$ cat config.mk
export PLATFORM = sky130hd
export DESIGN_NAME = scenario_loader
export DESIGN_NICKNAME = d
export VERILOG_FILES = /design/src/rtl/phys_sim_pkg.sv /design/src/rtl/sync_2ff.sv /design/src/rtl/scenario_loader.sv
export SDC_FILE = /design/constraint.sdc
export NUM_CORES = 1
export LEC_CHECK = 0
export CORE_AREA = 2 2 110 112
export DETAILED_ROUTE_END_ITERATION = 10
export DIE_AREA = 0 0 112 114
export RECOVER_POWER = 50
export SYNTH_ARGS = -nofsm -noshare
export SYNTH_HDL_FRONTEND = slang
export SYNTH_SLANG_ARGS = --single-unit
$ cat constraint.sdc
create_clock -name clock_162 -period 2.3 [get_ports clock_162]
set_clock_uncertainty 0.05 [all_clocks]
set_input_delay 0.23 -clock clock_162 [delete_from_list [all_inputs] [get_ports clock_162]]
set_output_delay 0.23 -clock clock_162 [all_outputs]
set_load 0.05 [all_outputs]
$ cat src/rtl/phys_sim_pkg.sv
// Shared types and constants for the scenario path.
//   loader_state_t : scenario_loader FSM states
//   SCEN_W         : default width of the switch bus / scenario select
package phys_sim_pkg;

    typedef enum logic [1:0] {
        ST_RUN,
        ST_DEBOUNCE,
        ST_LOAD
    } loader_state_t;

    localparam int SCEN_W = 16;

endpackage

$ cat src/rtl/sync_2ff.sv
// Two-flop synchronizer for bringing asynchronous inputs into the clk_i domain.
// Ports:
//   clk_i : clock
//   rst_i : synchronous active-high reset; both stages clear to 0
//   d_i   : asynchronous input bus (W bits)
//   q_o   : synchronized output (W bits), two cycles of latency
module sync_2ff #(
    parameter int W = 1
) (
    input  logic         clk_i,
    input  logic         rst_i,
    input  logic [W-1:0] d_i,
    output logic [W-1:0] q_o
);

    logic [W-1:0] meta_q;
    logic [W-1:0] sync_q;

    always_ff @(posedge clk_i) begin
        if (rst_i) begin
            meta_q <= '0;
            sync_q <= '0;
        end else begin
            meta_q <= d_i;
            sync_q <= meta_q;
        end
    end

    assign q_o = sync_q;

endmodule

$ cat src/rtl/scenario_loader.sv
// Scenario front end: synchronizes and debounces the board switches and the
// reload button, commits a stable switch value as the scenario select, and
// holds the physics engine in reset for a fixed window on every load so it
// restarts from the selected initial conditions.
// Ports:
//   clock_162  : system clock
//   rst        : synchronous active-high reset
//   sw_in      : raw switches (asynchronous)
//   reload_in  : raw reload button (asynchronous)
//   sel        : committed scenario select (registered)
//   engine_run : 1 = engine runs; 0 holds the engine in reset (registered)
//   load_pulse : one-cycle strobe on the first RUN cycle after every load
//   busy       : 1 whenever the FSM is not in RUN
module scenario_loader
    import phys_sim_pkg::*;
#(
    parameter int SW_WIDTH        = SCEN_W,
    parameter int DEBOUNCE_CYCLES = 1_620_000,
    parameter int LOAD_CYCLES     = 16
) (
    input  logic                clock_162,
    input  logic                rst,
    input  logic [SW_WIDTH-1:0] sw_in,
    input  logic                reload_in,
    output logic [SW_WIDTH-1:0] sel,
    output logic                engine_run,
    output logic                load_pulse,
    output logic                busy
);

    // One counter serves both the debounce and the load windows.
    localparam int               CNT_W   = $clog2(DEBOUNCE_CYCLES + LOAD_CYCLES + 1);
    localparam logic [CNT_W-1:0] DB_LAST = CNT_W'(DEBOUNCE_CYCLES - 1);
    localparam logic [CNT_W-1:0] LD_LAST = CNT_W'(LOAD_CYCLES - 1);

    logic [SW_WIDTH-1:0] sw_s;
    logic                rl_s;

    sync_2ff #(.W(SW_WIDTH)) u_sw_sync (
        .clk_i (clock_162),
        .rst_i (rst),
        .d_i   (sw_in),
        .q_o   (sw_s)
    );

    sync_2ff #(.W(1)) u_rl_sync (
        .clk_i (clock_162),
        .rst_i (rst),
        .d_i   (reload_in),
        .q_o   (rl_s)
    );

    loader_state_t       state_q;
    logic [CNT_W-1:0]    cnt_q;
    logic [CNT_W-1:0]    cnt_d;
    logic [SW_WIDTH-1:0] cand_q;
    logic [SW_WIDTH-1:0] sel_q;
    logic                run_q;
    logic                pulse_q;
    logic                busy_q;
    logic                rl_q;
    logic                rl_rise;

    // A held button produces a single rising edge, hence a single load.
    assign rl_rise = rl_s & ~rl_q;
    assign cnt_d   = cnt_q + CNT_W'(1);

    always_ff @(posedge clock_162) begin
        if (rst) begin
            state_q <= ST_LOAD;
            cnt_q   <= '0;
            cand_q  <= '0;
            sel_q   <= '0;
            run_q   <= 1'b0;
            pulse_q <= 1'b0;
            busy_q  <= 1'b1;
            rl_q    <= 1'b0;
        end else begin
            rl_q    <= rl_s;
            pulse_q <= 1'b0;
            case (state_q)
                ST_RUN: begin
                    // A switch change wins over a simultaneous reload.
                    if (sw_s != sel_q) begin
                        cand_q  <= sw_s;
                        cnt_q   <= '0;
                        busy_q  <= 1'b1;
                        state_q <= ST_DEBOUNCE;
                    end else if (rl_rise) begin
                        cnt_q   <= '0;
                        run_q   <= 1'b0;
                        busy_q  <= 1'b1;
                        state_q <= ST_LOAD;
                    end
                end
                ST_DEBOUNCE: begin
                    // The engine keeps running the old scenario meanwhile;
                    // reload is ignored here since a commit reloads anyway.
                    if (sw_s == sel_q) begin
                        busy_q  <= 1'b0;
                        state_q <= ST_RUN;
                    end else if (sw_s != cand_q) begin
                        cand_q <= sw_s;
                        cnt_q  <= '0;
                    end else if (cnt_q == DB_LAST) begin
                        // sel and engine_run change on the same edge so the
                        // engine never sees a new select while running.
                        sel_q   <= cand_q;
                        run_q   <= 1'b0;
                        cnt_q   <= '0;
                        state_q <= ST_LOAD;
                    end else begin
                        cnt_q <= cnt_d;
                    end
                end
                ST_LOAD: begin
                    // Switch changes are picked up by the RUN mismatch check.
                    if (cnt_q == LD_LAST) begin
                        cnt_q   <= '0;
                        run_q   <= 1'b1;
                        pulse_q <= 1'b1;
                        busy_q  <= 1'b0;
                        state_q <= ST_RUN;
                    end else begin
                        cnt_q <= cnt_d;
                    end
                end
                default: begin
                    cnt_q   <= '0;
                    run_q   <= 1'b0;
                    busy_q  <= 1'b1;
                    state_q <= ST_LOAD;
                end
            endcase
        end
    end

    assign sel        = sel_q;
    assign engine_run = run_q;
    assign load_pulse = pulse_q;
    assign busy       = busy_q;

endmodule

==> impl_summary.md, run 1 <==
Cells and area
Summing all flip-flop and latch instances after layout gives 1900 um2. The filler cells instantiated in the layout total 1137. 0 antenna diodes ended up in the layout. The library cell used most frequently in the layout, excluding fill and tap cells, is dfxtp_1. The area growth from synthesis to layout is 33.6%. The multi-input logic area is 2080 um2.

The number of nets in the final layout is 522. In the final layout, the share of cells above drive strength 1 is 21.9%. Once layout is done, the placed cells without fillers occupy 5320 um2. In the layout the commonest cells are dfxtp_1, nor2_1, buf_4, clkdlybuf4s50_1, nor2b_1.

Setup path
The signal on the critical path passes through ha_4, nand4_1, or4_4, nor4_4, buf_4, clkbuf_16, mux2i_1, nor2_1. By startpoint and endpoint, the worst setup path is classified as reg -> reg. The family with the most delay on the worst path is simple AND/OR/NAND/NOR gates. The critical register-to-register path endpoint is sel[11]. Data on the critical path is required at its endpoint by 2470 ps. The largest fanout of any net on the critical path is 8. The number of buffers and inverters on the critical path is 2. The number of cells on the worst reg-to-reg path is 8. The type of element launching the critical path is a register. Data on the critical path arrives at its endpoint at 2560 ps.

The worst register-to-register path begins at cnt_q[1]. The register-to-register setup slack is -90 ps. For this run, the slowest stage of the critical path takes 620 ps. The critical path capture point type is a register. The highest-delay cell along the critical path is or4_4.

STA
The routed design could run at a clock period as short as 2390 ps. For the pin with the worst max-slew slack, the measured transition is 536 ps. The setup violation total in the final timing report is 20. The tightest slew margin relative to the limit is 64.1%.

The final max-slew violation count came to 0. Setup repair after global routing could not meet its margin everywhere. Dividing the final minimum period by the clock period gives 104%. Hold timing on the final database bottoms out at a slack of 283 ps. After layout, the worst setup slack is -87.5 ps.

Derived from the worst setup path, the maximum achievable clock frequency is 419 MHz. The total count of hold-check failures in the final report was 0.

Detailed routing
The average routed wire per standard cell is 14.2 um. The total via count after detailed routing is 3197. For this block, the routed nets add up to 9230 um of wire.

In the routed layout, each cell is associated on average with a via count of 4.93. Once detail routing completed, the nets flagged for antenna violations numbered 0. The first detailed-routing pass ran for 5 iterations.

The first routing iteration left 160 violations. After detailed routing, the number of remaining DRC violations is 0.

Flow run
The number of max-cap violations is 0.

Power
Summed over all cells, the static leakage comes to 2.14 nW. The worst supply voltage drop on vdd is 0.000345 V. The power per cell area is 739 nW/um2. Power comes to 3.93 mW.

Floorplanning
From bottom edge to top edge, the die measures 114 um. The die covers 12800 um2. The die is 112 um wide. The initialized floorplan defines 40 standard-cell rows.

In this run the count of I/O pins placed on the die edge is 38. The region available for standard cell placement spans 11700 um2. The starting density of the core is 34.0%.

Global routing
The global-route congestion overflow total is 0. The number of global-route vias before repair was 3080. The maximum number of pins on one net before global-route repair is 60. The initial antenna violation count came to 0. The wire length of the first global-routing pass is 14600 um. Global routing used 14.2% of the available tracks across all layers.

Synth
The average instance in the mapped netlist occupies 9.43 um2. By area the synthesized netlist is led by dfxtp_1, mux2i_1, nor2b_1, nor2_1, xnor2_1. The post-synthesis cell count is 422. The post-synth design cell area is 3980 um2. The number of enable flip-flop cells after synthesis is 0.

After synthesis the netlist holds a flip-flop and latch count of 93. The most instantiated flip-flop cell in the synthesis netlist is dfxtp_1. The largest total area in the synthesized netlist belongs to dfxtp_1. The proportion of synthesized chip area in sequential cells is 46.8%.

The yosys synthesis warning count is 0. The synthesized design devotes to its leading area cell type 46.8% of total area. The net count after synthesis is 446.

After synthesis, the share of flip-flops with an asynchronous set or reset is 0%. The distinct cell type count of the synthesized netlist is 43.

Clocking
Counting every sink on the clock net gives 93. After clock tree synthesis, the clock-pin slew on the worst setup and hold paths is 70 ps. The insertion delay to the later sink of the worst-skew pair is 340 ps. TritonCTS built the clock tree. The number of buffers on the longest clock path is 2. The number of clock buffers inserted by TritonCTS is 9. The root buffer cell is clkbuf_16.

The clock tree synthesis step divided the H-tree into 3 levels.

Hold path
The origin of the worst min-delay path is rst. The instance count along the most critical hold path is 2. The worst hold path terminates at rl_q. The path class of the lowest-slack min-delay path is in -> reg.

Place
The final weighted congestion in routability-driven placement is 0.796. The total placed instance area is 4840 um2. Detailed placement finished with a half-perimeter wire length of 6080 um.

Port buffering added 37 buffers. The setup slack at placement is -158 ps.

Outcome
The final reports fail on setup timing. The flow ran to the end, but the final reports show violations.
-- area by class of cell --
class                   instances  area share, %
clock buffers                  10           4.31
clock inverters                 5           1.13
inverters                       6          0.424
multi-input cells             303           39.1
flip-flops and latches         93           35.6
well taps                     147           3.46
repair buffers                 85           16.0
-- registers in the layout (all words and copies together) (netlist names) --
| name | cells |
|---|---|
| cand_q | 16 |
| cnt_q | 21 |
| state_q | 2 |
| engine_run | 1 |
| rl_q | 1 |
| load_pulse | 1 |
| u_sw_sync.meta_q | 16 |
| u_rl_sync.q_o | 1 |
| u_sw_sync.q_o | 16 |
| sel | 16 |
| busy | 1 |
| u_rl_sync.meta_q | 1 |
-- worst max-delay path by stage --
stage	start	endpoint	slack, ps	cells after the start
6_report	cnt_q[1]	sel[11]	-90	8
3_5_place_dp	cand_q[3]	state_q[0]	-160	8
2_1_floorplan	cnt_q[16]	sel[0]	-40	7
4_1_cts	cand_q[12]	state_q[0]	-60	8
3_3_place_gp	cand_q[3]	cnt_q[10]	-90	8
5_1_grt	cand_q[3]	sel[10]	-200	10
-- routing by layer --
metal / wire length, um / vias up / GRT usage, %
met2: 4390 / 53 / 22.9
li1: - / 1613 / -
met3: 278 / 8 / 3.29
met5: 0 / - / 0
met1: 4460 / 1523 / 18.9
met4: 93 / 0 / 4.39
-- Yosys cell counts, drive strengths merged (3+ instances only) --
library cell	instances
dfxtp	93
nor2	48
nor2b	34
mux2i	33
nand3	31
nand2	30
xnor2	20
xor2	16
a31oi	15
clkbuf	14
nor4	11
nand4	9
a21oi	6
and3	6
buf	6
inv	6
ha	5
nand3b	4
o21ai	4
a211oi	3
nand4b	3
nor3	3
or4	3
or4b	3
-- timing repair --
| action | 4_1_cts | 5_1_grt |
|---|---|---|
| endpoints found under the hold margin | 0 | 0 |
| cloned | 0 | 3 |
| setup endpoints to repair | 50 | 55 |
| resized for setup | 7 | 15 |
| pin swaps | 8 | 14 |
| hold buffers | 0 | 0 |
| buffers inserted | 1 | 2 |
-- logic make-up (layout without fill, tap and decap cells) --
kind of cell / Yosys count / after routing / share of synthesized area, %
AND/OR/NAND/NOR: 190 / 190 / 25.7
flip-flops: 93 / 93 / 46.8
AO/OA/AOI/OAI: 39 / 39 / 6.82
XOR/XNOR: 36 / 36 / 7.92
multiplexers: 33 / 33 / 8.30
buffers and inverters: 26 / 106 / 2.92
adder cells (fa/ha/maj): 5 / 5 / 1.57
-- metrics by stage --
| stage | instances | TNS, ps | utilization [%] |
|---|---|---|---|
| global route | 649 | -5440 | 45.4 |
| finish | 649 | -1170 | 45.4 |
| detailed placement | 628 | -3170 | 41.3 |
| global placement | 628 | -801 | 41.3 |
| floorplan | 422 | -445 | - |
| CTS | 644 | -397 | 44.0 |
-- where the power goes --
group,internal [mW],leakage [nW],switching (mW)
clock network,0.845,0.145,0.630
registers,1.68,0.771,0.0514
logic,0.366,1.22,0.356
(Power assumes the default switching activity.)
==> inputs of run 2 (changes only) <==
- REMOVE_ABC_BUFFERS: default -> 1
==> run 2 against run 1 <==
Net effect: the flow still finishes with violations (setup timing); critical path type unchanged; setup slack improved by 60 ps; count of clock-buffer cells in the layout fell by 1; critical endpoint is now state_q[0]; clock power rose by 3%; cell count rose by 0.15%; fmax rose by 2.6%; non-clock buffer count did not move; critical path depth did not move; total power fell by 1.6%; cell area fell by 2.0%.
==> impl_summary.md, run 2 (synthesized netlist as in run 1, its figures left out) <==
Outcome
Run status: finished, violations left (unchanged). Failing checks: setup timing (unchanged).

Cells and area
The antenna diode count came to 0 (unchanged). The register name with the most flops is cnt_q (unchanged). The cell area after layout is 5210 um2 (was 5320 um2). Most used cells in the layout excluding fill and tap cells: dfxtp_1, nor2_1, buf_4, clkdlybuf4s50_1, nor2b_1 (unchanged). The synthesis-to-layout area growth is 30.9% (was 33.6%). The number of fillers in the final layout is 1162 (was 1137). The most common library cell in the layout ignoring fill and taps is dfxtp_1 (unchanged). The multi-input logic area is 2050 um2 (was 2080 um2).

The register area is 1870 um2 (was 1900 um2). The final standard cell count with taps included and fillers excluded is 650 (was 649). The number of nets in the final layout is 522 (unchanged). The share of cells above drive strength 1 was 17.3% (was 21.9%).

The final standard cell utilization of the core is 44.5% (was 45.4%). The number of flip-flops under the largest register name was 21 (unchanged).

Floorplanning
The number of placed I/O pins was 38 (unchanged). The area of the core came to 11700 um2 (unchanged). The starting density of the core came to 34.0% (unchanged).

The x dimension of the die came to 112 um (unchanged). The floorplan die area was 12800 um2 (unchanged). The number of rows in the core area is 40 (unchanged). The die height is 114 um (unchanged).

Hold path
The path class of the lowest-slack min-delay path is in -> reg (unchanged).

Place
The total placed instance area is 4790 um2 (was 4840 um2). The placed wire-length estimate after detailed placement is 6050 um (was 6080 um). The final weighted congestion in routability-driven placement was 0.857 (was 0.796). The cell total after placement was 628 (unchanged). The setup slack at placement is -165 ps (was -158 ps).

The number of port buffers is 37 (unchanged).

Global routing
The initial antenna violation count is 0 (unchanged). The wire length of the first global-routing pass is 14900 um (was 14600 um). The maximum number of pins on one net before global-route repair was 42 (was 60).

The global-route congestion overflow total is 0 (unchanged). The total routing usage reported by global routing is 14.3% (was 14.2%). The number of global-route vias before repair came to 3199 (was 3080).

Detailed routing
The total routed wire length on the met1 layer came to 3950 um (was 4460 um). The wire length on met2 was 4400 um (was 4390 um). The total via count after detailed routing is 3220 (was 3197). The first-iteration detailed-routing DRC count is 102 (was 160). The highest metal layer used by the detailed router is met4 (unchanged). The via density per instance came to 4.95 (was 4.93).

The final routed DRC violation total came to 0 (unchanged). The average routed wire per standard cell is 13.6 um (was 14.2 um). The wire length on met3 is 341 um (was 278 um).

The post-detailed-routing wire length is 8820 um (was 9230 um). The detailed-router iteration count before antenna repair was 4 (was 5). The count of nets left with antenna violations after detail routing is 0 (unchanged).

Setup path
The family with the most delay on the worst path is simple AND/OR/NAND/NOR gates (unchanged). The worst path required time is 2510 ps (was 2470 ps). The critical path capture point type is a register (unchanged). The number of buffers and inverters on the critical path came to 2 (unchanged). The data arrival time at the worst-slack endpoint is 2540 ps (was 2560 ps). The category of the critical setup timing path is reg -> reg (unchanged). The delay contributed by the slowest stage of the critical path was 550 ps (was 620 ps). The type of element launching the critical path is a register (unchanged). The highest-delay cell along the critical path was or4_1 (was or4_4).

The largest fanout of any net on the critical path is 4 (was 8). Chain of cells forming the critical path: nor4_1, nand3_1, buf_4, o21ai_0, buf_4, o21ai_0, or4_1, a21oi_1 (was ha_4, nand4_1, or4_4, nor4_4, buf_4, clkbuf_16, mux2i_1, nor2_1).

STA
The upper clock frequency limit was 430 MHz (was 419 MHz). The final setup slack of the worst path is -28.0 ps (was -87.5 ps). The tightest slew margin relative to the limit came to 57.4% (was 64.1%). The worst-case hold slack came to 317 ps (was 283 ps). The slew at the pin closest to its max-slew limit came to 632 ps (was 536 ps). The setup violation total in the final timing report is 6 (was 20). The share of the cycle needed by the critical path after routing is 101% (was 104%). Setup repair after global routing missed its margin: true (unchanged). The final max-slew violation count is 0 (unchanged). The clock period minus worst slack came to 2330 ps (was 2390 ps). The final total negative setup slack is -58.8 ps (was -1170 ps). The total count of hold-check failures in the final report is 0 (unchanged).

Power
The power per cell area is 742 nW/um2 (was 739 nW/um2). The leakage power was 2.07 nW (was 2.14 nW). The total chip power is 3.86 mW (was 3.93 mW). The worst supply voltage drop on vdd is 0.000728 V (was 0.000345 V).

Clocking
The total number of H-tree levels is 3 (unchanged). The hold-fix buffer count after cts is 0 (unchanged). The TritonCTS sink count is 93 (unchanged). The clock-pin slew reported for the worst setup and hold paths after clock tree synthesis is 70 ps (about the same). The insertion delay to the later sink of the worst-skew pair came to 340 ps (about the same). The number of clock buffers inserted by TritonCTS was 9 (unchanged). The clock tree from TritonCTS is done (unchanged). The number of buffers on the longest clock path came to 2 (unchanged).

The root buffer cell is clkbuf_16 (unchanged).

Flow run
The number of max-cap violations is 0 (unchanged).
## run 2: changes by cell type in the layout (fill, tap and decap cells not counted), sizes merged
cell | previous run | this run
buf | 46 | 48
inv | 8 | 9
clkbuf | 13 | 10
clkinv | 2 | 1
clkinvlp | 0 | 2
## run 2: final timing paths
check,start,endpoint,slack [ps],cells past startpoint
max,cnt_q[6],state_q[0],-30,8
min,rst,rl_q,320,2
max reg2reg,cnt_q[6],state_q[0],-30,8
min reg2reg,u_rl_sync.q_o,rl_q,380,2
## run 2: power breakdown
part / switching, mW / leakage [nW] / internal, mW
clock network: 0.660 / 0.146 / 0.860
logic: 0.329 / 1.17 / 0.290
registers: 0.0478 / 0.759 / 1.68
## run 2: layout make-up
cell class                      count  area share, %
Clock buffer                        9           4.32
Clock inverter                      7           1.56
Inverter                            6          0.432
Multi-Input combinational cell    303           39.3
Sequential cell                    93           35.8
Tap cell                          147           3.53
Timing Repair Buffer               85           15.0
## run 2: timing repair
action / CTS / global route
buffers inserted: 1 / 4
cloned: 0 / 1
gates resized for setup: 4 / 11
setup endpoints to repair: 34 / 51
pin swaps: 8 / 7
## run 2: layer usage
layer	GRT usage [%]	up-vias
li1	-	1615
met1	16.6	1521
met2	25.9	73
met3	3.67	11
met4	4.39	0
met5	0	-
